<file path="src/rtl/y86_fetch_stage_if.sv">
// Instruction-memory port of the Y86-64 fetch stage.
// Fetch drives the address; memory returns a 10-byte window and an error flag.
interface y86_fetch_stage_if;
   logic [63:0] imem_addr;
   logic [79:0] imem_bytes;
   logic        imem_error;

   modport master (
      output imem_addr,
      input  imem_bytes,
      input  imem_error
   );

   modport slave (
      input  imem_addr,
      output imem_bytes,
      output imem_error
   );
endinterface

</file>
<file path="src/rtl/y86_fetch_stage.sv">
// Y86-64 fetch stage: PC select, field split, prediction, sticky halt.
// Optional perf counters are enabled by defining FETCH_PERF_CNT_EN.
module y86_fetch_stage #(
   parameter logic [63:0] RESET_PC = 64'h0
) (
   input  logic        clk,
   input  logic        rst_n,
   input  logic        F_stall,
   input  logic [3:0]  M_icode,
   input  logic        M_Cnd,
   input  logic [63:0] M_valA,
   input  logic [3:0]  W_icode,
   input  logic [63:0] W_valM,
   y86_fetch_stage_if.master imem,
   output logic [1:0]  f_stat,
   output logic [3:0]  f_icode,
   output logic [3:0]  f_ifun,
   output logic [3:0]  f_rA,
   output logic [3:0]  f_rB,
   output logic [63:0] f_valC,
   output logic [63:0] f_valP,
   output logic [63:0] F_predPC,
   output logic        f_halted
`ifdef FETCH_PERF_CNT_EN
   ,
   output logic [31:0] fetch_count,
   output logic [31:0] stall_count
`endif
);

   localparam logic [1:0] S_AOK = 2'd0;
   localparam logic [1:0] S_HLT = 2'd1;
   localparam logic [1:0] S_ADR = 2'd2;
   localparam logic [1:0] S_INS = 2'd3;

   logic        mispredict;
   logic        ret_rd;
   logic        redirect;
   logic        halt_hold;
   logic        neutral;
   logic [63:0] pc;
   logic [3:0]  icode;
   logic [3:0]  ifun;
   logic        need_regids;
   logic        need_valc;
   logic        valid;
   logic [63:0] valc;
   logic [1:0]  raw_stat;
   logic [1:0]  halt_stat;
   logic [63:0] pred_pc;

   assign mispredict = (M_icode == 4'h7) && !M_Cnd;
   assign ret_rd     = (W_icode == 4'h9);
   assign redirect   = mispredict || ret_rd;
   assign halt_hold  = f_halted && !redirect;

   // Fetch PC: mispredicted branch beats ret, both beat prediction.
   always_comb begin
      pc = F_predPC;
      if (mispredict)  pc = M_valA;
      else if (ret_rd) pc = W_valM;
   end

   assign imem.imem_addr = pc;
   assign icode = imem.imem_bytes[7:4];
   assign ifun  = imem.imem_bytes[3:0];

   // Per-opcode decode of length fields and legality.
   always_comb begin
      need_regids = 1'b0;
      need_valc   = 1'b0;
      valid       = 1'b0;
      case (icode)
         4'h0, 4'h1: valid = (ifun == 4'h0);
         4'h2: begin
            need_regids = 1'b1;
            valid       = (ifun <= 4'h6);
         end
         4'h3, 4'h4, 4'h5: begin
            need_regids = 1'b1;
            need_valc   = 1'b1;
            valid       = (ifun == 4'h0);
         end
         4'h6: begin
            need_regids = 1'b1;
            valid       = (ifun <= 4'h3);
         end
         4'h7: begin
            need_valc = 1'b1;
            valid     = (ifun <= 4'h6);
         end
         4'h8: begin
            need_valc = 1'b1;
            valid     = (ifun == 4'h0);
         end
         4'h9: valid = (ifun == 4'h0);
         4'hA, 4'hB: begin
            need_regids = 1'b1;
            valid       = (ifun == 4'h0);
         end
         default: valid = 1'b0;
      endcase
   end

   // Constant sits after the register byte when one is present.
   always_comb begin
      valc = 64'h0;
      if (need_valc)
         valc = need_regids ? imem.imem_bytes[79:16]
                            : imem.imem_bytes[71:8];
   end

   assign f_valP = pc + 64'd1 + {63'd0, need_regids}
                 + (need_valc ? 64'd8 : 64'd0);

   // Status of the bytes at pc, ignoring the halt latch.
   always_comb begin
      raw_stat = S_AOK;
      if (imem.imem_error)    raw_stat = S_ADR;
      else if (!valid)        raw_stat = S_INS;
      else if (icode == 4'h0) raw_stat = S_HLT;
   end

   assign neutral = halt_hold || (raw_stat == S_ADR)
                 || (raw_stat == S_INS);

   // Bad or halted fetches present a nop with neutral fields.
   always_comb begin
      f_stat  = halt_hold ? halt_stat : raw_stat;
      f_icode = icode;
      f_ifun  = ifun;
      f_rA    = 4'hF;
      f_rB    = 4'hF;
      f_valC  = valc;
      if (need_regids) begin
         f_rA = imem.imem_bytes[15:12];
         f_rB = imem.imem_bytes[11:8];
      end
      if (neutral) begin
         f_icode = 4'h1;
         f_ifun  = 4'h0;
         f_rA    = 4'hF;
         f_rB    = 4'hF;
         f_valC  = 64'h0;
      end
   end

   assign pred_pc = ((f_icode == 4'h7) || (f_icode == 4'h8))
                  ? f_valC : f_valP;

   // Predicted PC register and sticky halt latch.
   always_ff @(posedge clk) begin
      if (!rst_n) begin
         F_predPC  <= RESET_PC;
         f_halted  <= 1'b0;
         halt_stat <= S_AOK;
      end else begin
         if (!F_stall && !halt_hold)
            F_predPC <= pred_pc;
         if (redirect) begin
            f_halted <= 1'b0;
         end else if (!F_stall && (f_stat != S_AOK) && !f_halted) begin
            f_halted  <= 1'b1;
            halt_stat <= f_stat;
         end
      end
   end

`ifdef FETCH_PERF_CNT_EN
   // Good-fetch and stall-cycle counters, wrapping at 2^32.
   always_ff @(posedge clk) begin
      if (!rst_n) begin
         fetch_count <= 32'd0;
         stall_count <= 32'd0;
      end else begin
         if (!F_stall && !f_halted && (f_stat == S_AOK))
            fetch_count <= fetch_count + 32'd1;
         if (F_stall)
            stall_count <= stall_count + 32'd1;
      end
   end
`endif

endmodule
</file>
<file path="src/flat_wrapper.sv">
// flat-port wrapper written by rule: the top's interface ports become plain ports
module y86_fetch_stage_flat 
#(
   parameter logic [63:0] RESET_PC = 64'h0
)
  (clk, rst_n, F_stall, M_icode, M_Cnd, M_valA, W_icode, W_valM, f_stat, f_icode, f_ifun, f_rA, f_rB, f_valC, f_valP, F_predPC, f_halted, imem_imem_addr, imem_imem_bytes, imem_imem_error);
  y86_fetch_stage_if imem_i ();
  input  logic clk;
  input  logic rst_n;
  input  logic F_stall;
  input  logic [3:0] M_icode;
  input  logic M_Cnd;
  input  logic [63:0] M_valA;
  input  logic [3:0] W_icode;
  input  logic [63:0] W_valM;
  output logic [1:0] f_stat;
  output logic [3:0] f_icode;
  output logic [3:0] f_ifun;
  output logic [3:0] f_rA;
  output logic [3:0] f_rB;
  output logic [63:0] f_valC;
  output logic [63:0] f_valP;
  output logic [63:0] F_predPC;
  output logic f_halted;
  output wire logic [$bits(imem_i.imem_addr)-1:0] imem_imem_addr;
  input wire logic [$bits(imem_i.imem_bytes)-1:0] imem_imem_bytes;
  input wire logic [$bits(imem_i.imem_error)-1:0] imem_imem_error;
  assign imem_imem_addr = imem_i.imem_addr;
  assign imem_i.imem_bytes = imem_imem_bytes;
  assign imem_i.imem_error = imem_imem_error;
  y86_fetch_stage #(.RESET_PC(RESET_PC)) u_core (.clk(clk), .rst_n(rst_n), .F_stall(F_stall), .M_icode(M_icode), .M_Cnd(M_Cnd), .M_valA(M_valA), .W_icode(W_icode), .W_valM(W_valM), .imem(imem_i), .f_stat(f_stat), .f_icode(f_icode), .f_ifun(f_ifun), .f_rA(f_rA), .f_rB(f_rB), .f_valC(f_valC), .f_valP(f_valP), .F_predPC(F_predPC), .f_halted(f_halted));
endmodule
</file>
<file path="config.mk">
export PLATFORM = sky130hd
export DESIGN_NAME = y86_fetch_stage_flat
export DESIGN_NICKNAME = d
export VERILOG_FILES = /design/src/rtl/y86_fetch_stage_if.sv /design/src/rtl/y86_fetch_stage.sv /design/src/flat_wrapper.sv
export SDC_FILE = /design/constraint.sdc
export NUM_CORES = 1
export LEC_CHECK = 0
export BUFFER_PORTS_ARGS = -buffer_cell sky130_fd_sc_hd__buf_2
export CAP_MARGIN = 20
export CORE_AREA = 2 2 192 194
export CTS_CLUSTER_DIAMETER = 40
export DETAILED_ROUTE_END_ITERATION = 8
export DIE_AREA = 0 0 194 196
export HOLD_SLACK_MARGIN = 0.12
export SYNTH_ARGS = -nofsm -noshare
export SYNTH_HDL_FRONTEND = slang
export SYNTH_SLANG_ARGS = --single-unit
</file>
<file path="constraint.sdc">
create_clock -name clk -period 5.04 [get_ports clk]
set_input_delay 0.252 -clock clk [delete_from_list [all_inputs] [get_ports clk]]
set_output_delay 0.252 -clock clk [all_outputs]
set_load 0.02 [all_outputs]
</file>
* Word-level counts from Yosys, hierarchy flattened
Index checks and enable logic that the tools add are counted.
Storage, ports and cells: output and inout port bits 275, register bits after elaboration 67, bits of input ports 221
Cells by class: add/subtract/negate cells 3, multiplexer cells 20, bitwise logic cells 2, equal/unequal tests 17, reduce and logical (&&, ||, !) cells 23, order comparisons 2
Operators with widths (count):
- 64-bit 2-to-1 mux | 6
- 64-bit by 1-bit adder with 64-bit output | 1
- 64-bit by 1-bit adder with 64-bit output, second input constant | 1
- 64-bit adder | 1
- 4-bit 2-to-1 mux | 7
- 4-bit by 3-bit == test with 1-bit output, second input constant | 6
- 4-bit == test, second input constant | 6
- 9-bit OR reduction | 1
- 4-bit by 2-bit == test with 1-bit output, second input constant | 2
- 4-bit zero test | 2
- 7-bit OR reduction | 1
- 2-bit 2-to-1 mux | 3
- 1-bit logical AND | 5
- 1-bit zero test | 5
- 5-bit OR reduction | 1
- 2-bit == test, second input constant | 2
- 4-bit by 1-bit == test with 1-bit output, second input constant | 1
- 4-bit by 2-bit less-or-equal comparator with 1-bit output, second input constant | 1
- 4-bit by 3-bit less-or-equal comparator with 1-bit output, second input constant | 1
- 1-bit logical OR | 4
- 2-bit OR reduction | 2
- 1-bit 2-to-1 mux | 3
- 1-bit one-hot mux with 3 select lines | 1
- 1-bit inverter | 2
- other kinds (2) | 2

* Logic depth before layout (Yosys ltp)
depth in word-level cells 12, depth in mapped cells 25, depth with buffers taken out 16

* Worst setup path before layout
No wires, ideal clock.
path type input to register, start input M_icode[1], end register u_core.F_predPC[51], library setup time 0.060 ns, arrival 5.002 ns, required time 4.980 ns, path buffers 8, stages 22, slack -0.022 ns, cell sequence and4b_1 > buf_4 > nand2_4 > buf_6 > buf_6 > buf_4 > buf_2 > buf_1 > clkbuf_1 > nor2_1 > a31oi_1 > ha_1 > and4b_1 > a31o_2 > a41o_1 > nand3_1 > or4_1 > buf_2 > nor3_4 > nand4_1 > xnor2_1 > a41o_1
On the way: elaborated cells between the ends (all ways) 19, those cells by class add/sub: 3; eq/ne: 3; mux: 4; reduce/logical: 9
RTL lines:
- start: declaration | line flat_wrapper.sv:11 | input logic [3:0] M_icode;
- 4-bit by 3-bit == test with 1-bit output | line y86_fetch_stage.sv:52 | assign mispredict = (M_icode == 4'h7) && !M_Cnd;
- 1-bit logical AND | line y86_fetch_stage.sv:52
- 64-bit 2-to-1 mux | line y86_fetch_stage.sv:60 | if (mispredict) pc = M_valA;
- via imem_imem_addr[3] | line flat_wrapper.sv:25 | output wire logic [$bits(imem_i.imem_addr)-1:0] imem_imem_addr;
- 64-bit by 1-bit adder with 64-bit output (2 in a row) | line y86_fetch_stage.sv:113 | assign f_valP = pc + 64'd1 + {63'd0, need_regids}
- 64-bit adder | line y86_fetch_stage.sv:114 | + (need_valc ? 64'd8 : 64'd0);
- via f_valP[51] | line flat_wrapper.sv:22 | output logic [63:0] f_valP;
- 64-bit 2-to-1 mux | line y86_fetch_stage.sv:149 | ? f_valC : f_valP;
- end signal: assignment | line y86_fetch_stage.sv:159 | F_predPC <= pred_pc;
- end: declaration | line y86_fetch_stage.sv:22 | output logic [63:0] F_predPC,
The timed path passes the listed nets, and every way through them passes these cells. A chain may end at the register's enable or synchronous reset.

* Worst setup path after layout
start input M_icode[3], end output f_valP[61]
On the way: longest elaborated chain between the ends 6
RTL lines (line):
- 4-bit by 3-bit == test with 1-bit output | y86_fetch_stage.sv:52
- 1-bit logical AND | y86_fetch_stage.sv:52
- 64-bit 2-to-1 mux | y86_fetch_stage.sv:60
- 64-bit by 1-bit adder with 64-bit output (2 in a row) | y86_fetch_stage.sv:113
- 64-bit adder | y86_fetch_stage.sv:114
- end: declaration | flat_wrapper.sv:22
No other way between the ends.

==> flow_metrics.py <==
metrics = {
    "status": {
        "status": "finished clean",
    },
    "worst_setup_path": {
        "reg2reg_from": "u_core.F_predPC[0]",
        "required_ns": 4.79,
        "startpoint": "M_icode[3]",
        "worstSetupEndpointType": "primary output",
        "r2r_cells": 15,
        "critPathSlowestCell": "or4_1",
        "reg2reg_to": "u_core.F_predPC[26]",
        "worst_setup_path_start_kind": "input port",
        "path_cells": "buf_2, and4b_1, nand2_4, nor2_1, a31oi_1, ha_1, and4b_1, a31o_2, a41o_1, nand3_1, or4_1, buf_4, nor3_4, nand3_1, xnor2_1, buf_2",
        "rrSetupSlack_ns": 1.17,
        "critPathArrivalTime_ns": 4.13,
        "slowest_delay_ns": 0.63,
        "worst-setup-path-type": "input port to primary output",
        "crit_end": "f_valP[61]",
        "critPathMaxFanout": 16,
    },
    "cts": {
        "htree_levels": 3,
        "ctsRootBufferMaster": "clkbuf_16",
        "clockBufferDepth": 2,
        "cts_buffers": 9,
        "clkTransAtPathRegs_ns": 0.06,
        "ctsHoldBuffers": 0,
        "clock_latency_ns": 0.35,
        "cts_resized": 0,
        "postCtsSetupBuffers": 0,
        "cts_tree": "built",
        "cts_sinks": 67,
    },
    "placed_design": {
        "globalplace.congestion": 0.913,
        "hpwl_um": 40900,
        "port_buffers": 494,
    },
    "yosys": {
        "ys_seq_area_share_pct": 17.4,
        "syn_area_um2": 7690,
        "synth_cells": 1189,
        "synth_seq_cells": 67,
        "synthDistinctLibCells": 74,
        "synthesis.nets": 1413,
        "synthFlopType": "dfxtp_1",
        "synthTopCellsByCount": "nand2_1, nor2_1, a21oi_1",
        "synth.most_common_cell": "nand2_1",
        "yosysTopAreaCell": "dfxtp_1",
        "post_synth_main_area_contributors": "dfxtp_1, nand2_1, mux2i_1",
        "synth.avg_cell_area_um2": 6.47,
        "yosys_warnings": 0,
        "synth_top_area_share_pct": 17.4,
        "synth_edf_count": 0,
        "async_reset_ff_share_pct": 0,
    },
    "route": {
        "vias": 11200,
        "drtIter0Drc": 991,
        "via_per_inst": 5.31,
        "routed_wl_um": 51900,
        "drc": 0,
        "wl_per_cell_um": 24.7,
        "antenna_left": 0,
        "drt-pass1-iter-count": 6,
    },
    "timing": {
        "final.setup.tns_ns": 0,
        "maxSlewHeadroom_pct": 31.2,
        "final_hold_viol_count": 0,
        "slew_viol_final": 0,
        "tightest_slew_ns": 1.01,
        "finalSetupViolCount": 0,
        "fin_crit_sh_pct": 86.9,
        "grt_setup_unrepaired": "no",
        "fmax_mhz": 228,
        "fin_skew_ns": 0.00852,
        "post-route-min-period_ns": 4.38,
    },
    "floorplan": {
        "start_util_pct": 21.3,
        "die_h_um": 196,
        "ios": 496,
        "num_rows": 70,
        "design.core.area_um2": 36100,
        "die_width_um": 194,
        "dieArea_um2": 38000,
    },
    "hold_path": {
        "min_path_type": "input port to flop",
    },
    "global_route": {
        "grt_pass1_wl_um": 72400,
        "grtUsageTotal_pct": 25.8,
        "first_global_vias": 10500,
        "grt_max_degree": 72,
        "globalRoute.totalOverflow": 0,
        "antenna_found_initial": 3,
    },
    "final_layout": {
        "nNetsFinal": 1854,
        "drive_above_1_share_pct": 36.7,
        "syn_to_final_growth_pct": 41.9,
    },
    "power_and_ir_drop": {
        "p_leak_nw": 5.43,
        "ir_drop_v": 0.000144,
        "power_density_nw_per_um2": 196,
        "finalPower_mw": 2.14,
    },
    "flow_run": {
        "maxCapViolCount": 0,
    },
}
[per-layer routing]
metal  up-vias  global-route usage (%)  wire length [um]
li1       5073                       -                 -
met1      5309                    33.5             21600
met2       698                    42.1             23900
met3        92                    5.66              4770
met4         2                    8.84              1580
met5         -                       0                12
[cell families after synthesis]
group | share of synthesized area [%]
AOI/OAI and AO/OA | 22.4
xor gates and xnor gates | 6.95
adders and majority gates | 0.619
buffers and inverters | 7.02
DFF | 17.4
muxes | 9.39
other | 0.0488
and+or+nand+nor | 36.1
[registers in the layout, indices dropped and copies added, names as in the netlist]
signal / count
u_core.halt_stat: 2
u_core.f_halted: 1
u_core.F_predPC: 64
[cells in the final DEF (no fill, tap or decap), drive strengths merged, types with 3 or more instances in the layout]
cell type	instances
nand2	308
dfxtp	67
or4	4
a21oi	101
o41ai	3
nor4	18
nand4	6
a2111oi	3
ha	3
nor2	116
buf	527
nand2b	6
a22oi	8
or3	9
inv	21
mux2	9
a21o	5
or2	3
nand3	36
a211oi	11
a41o	4
o211ai	4
clkbuf	11
clkinv	3
and2	11
nor4b	5
a221oi	4
xor2	33
xnor2	28
o21ai	33
a31oi	57
and3	14
nor3	56
o21a	5
mux2i	62
o221a	3
a222oi	13
[how the worst min path moves through the flow]
stage	slack, ns	start	cells past startpoint	endpoint
global placement	0.48	u_core.F_predPC[6]	2	u_core.F_predPC[6]
detailed placement	0.48	u_core.halt_stat[0]	2	u_core.halt_stat[0]
finish	0.28	F_stall	4	u_core.f_halted
global route	0.29	F_stall	4	u_core.f_halted
CTS	0.27	F_stall	4	u_core.f_halted
floorplan	0.44	F_stall	3	u_core.f_halted
[worst max-delay path, delay by kind of cell]
kind | cells | cell delay (ns)
AND/OR/NAND/NOR | 8 | 2.39
XOR/XNOR | 1 | 0.21
adder cells (fa/ha/maj) | 1 | 0.39
buffers and inverters | 3 | 0.52
AO/OA/AOI/OAI | 3 | 0.34
[per-stage QoR]
step | hold WS [ns] | setup slack [ns] | utilization (%) | area [um2] | cells
2_1_floorplan | 0.437 | 0.00496 | - | 7710 | 1189
3_3_place_gp | 0.481 | 0.818 | 29.4 | 10600 | 2087
3_5_place_dp | 0.483 | 0.741 | 29.4 | 10600 | 2087
4_1_cts | 0.265 | 0.718 | 30.2 | 10900 | 2101
5_1_grt | 0.291 | 0.486 | 30.2 | 10900 | 2103
6_report | 0.278 | 0.658 | 30.2 | 10900 | 2103
[cell type report]
| cell class | count | area [um2] |
|---|---|---|
| timing repair buffer | 527 | 2730 |
| clock inverter | 3 | 40.0 |
| tap | 468 | 586 |
| sequential | 67 | 1340 |
| inverter | 22 | 83.8 |
| fill | 4125 | 25200 |
| clock buffer | 11 | 243 |
| multi-input combinational | 1003 | 5880 |
| antenna | 2 | 5.00 |
[power by group]
group / internal, mW / switching (mW)
Combinational: 0.283 / 0.592
Clock: 0.391 / 0.280
Sequential: 0.560 / 0.0376
(Power assumes the default switching activity.)
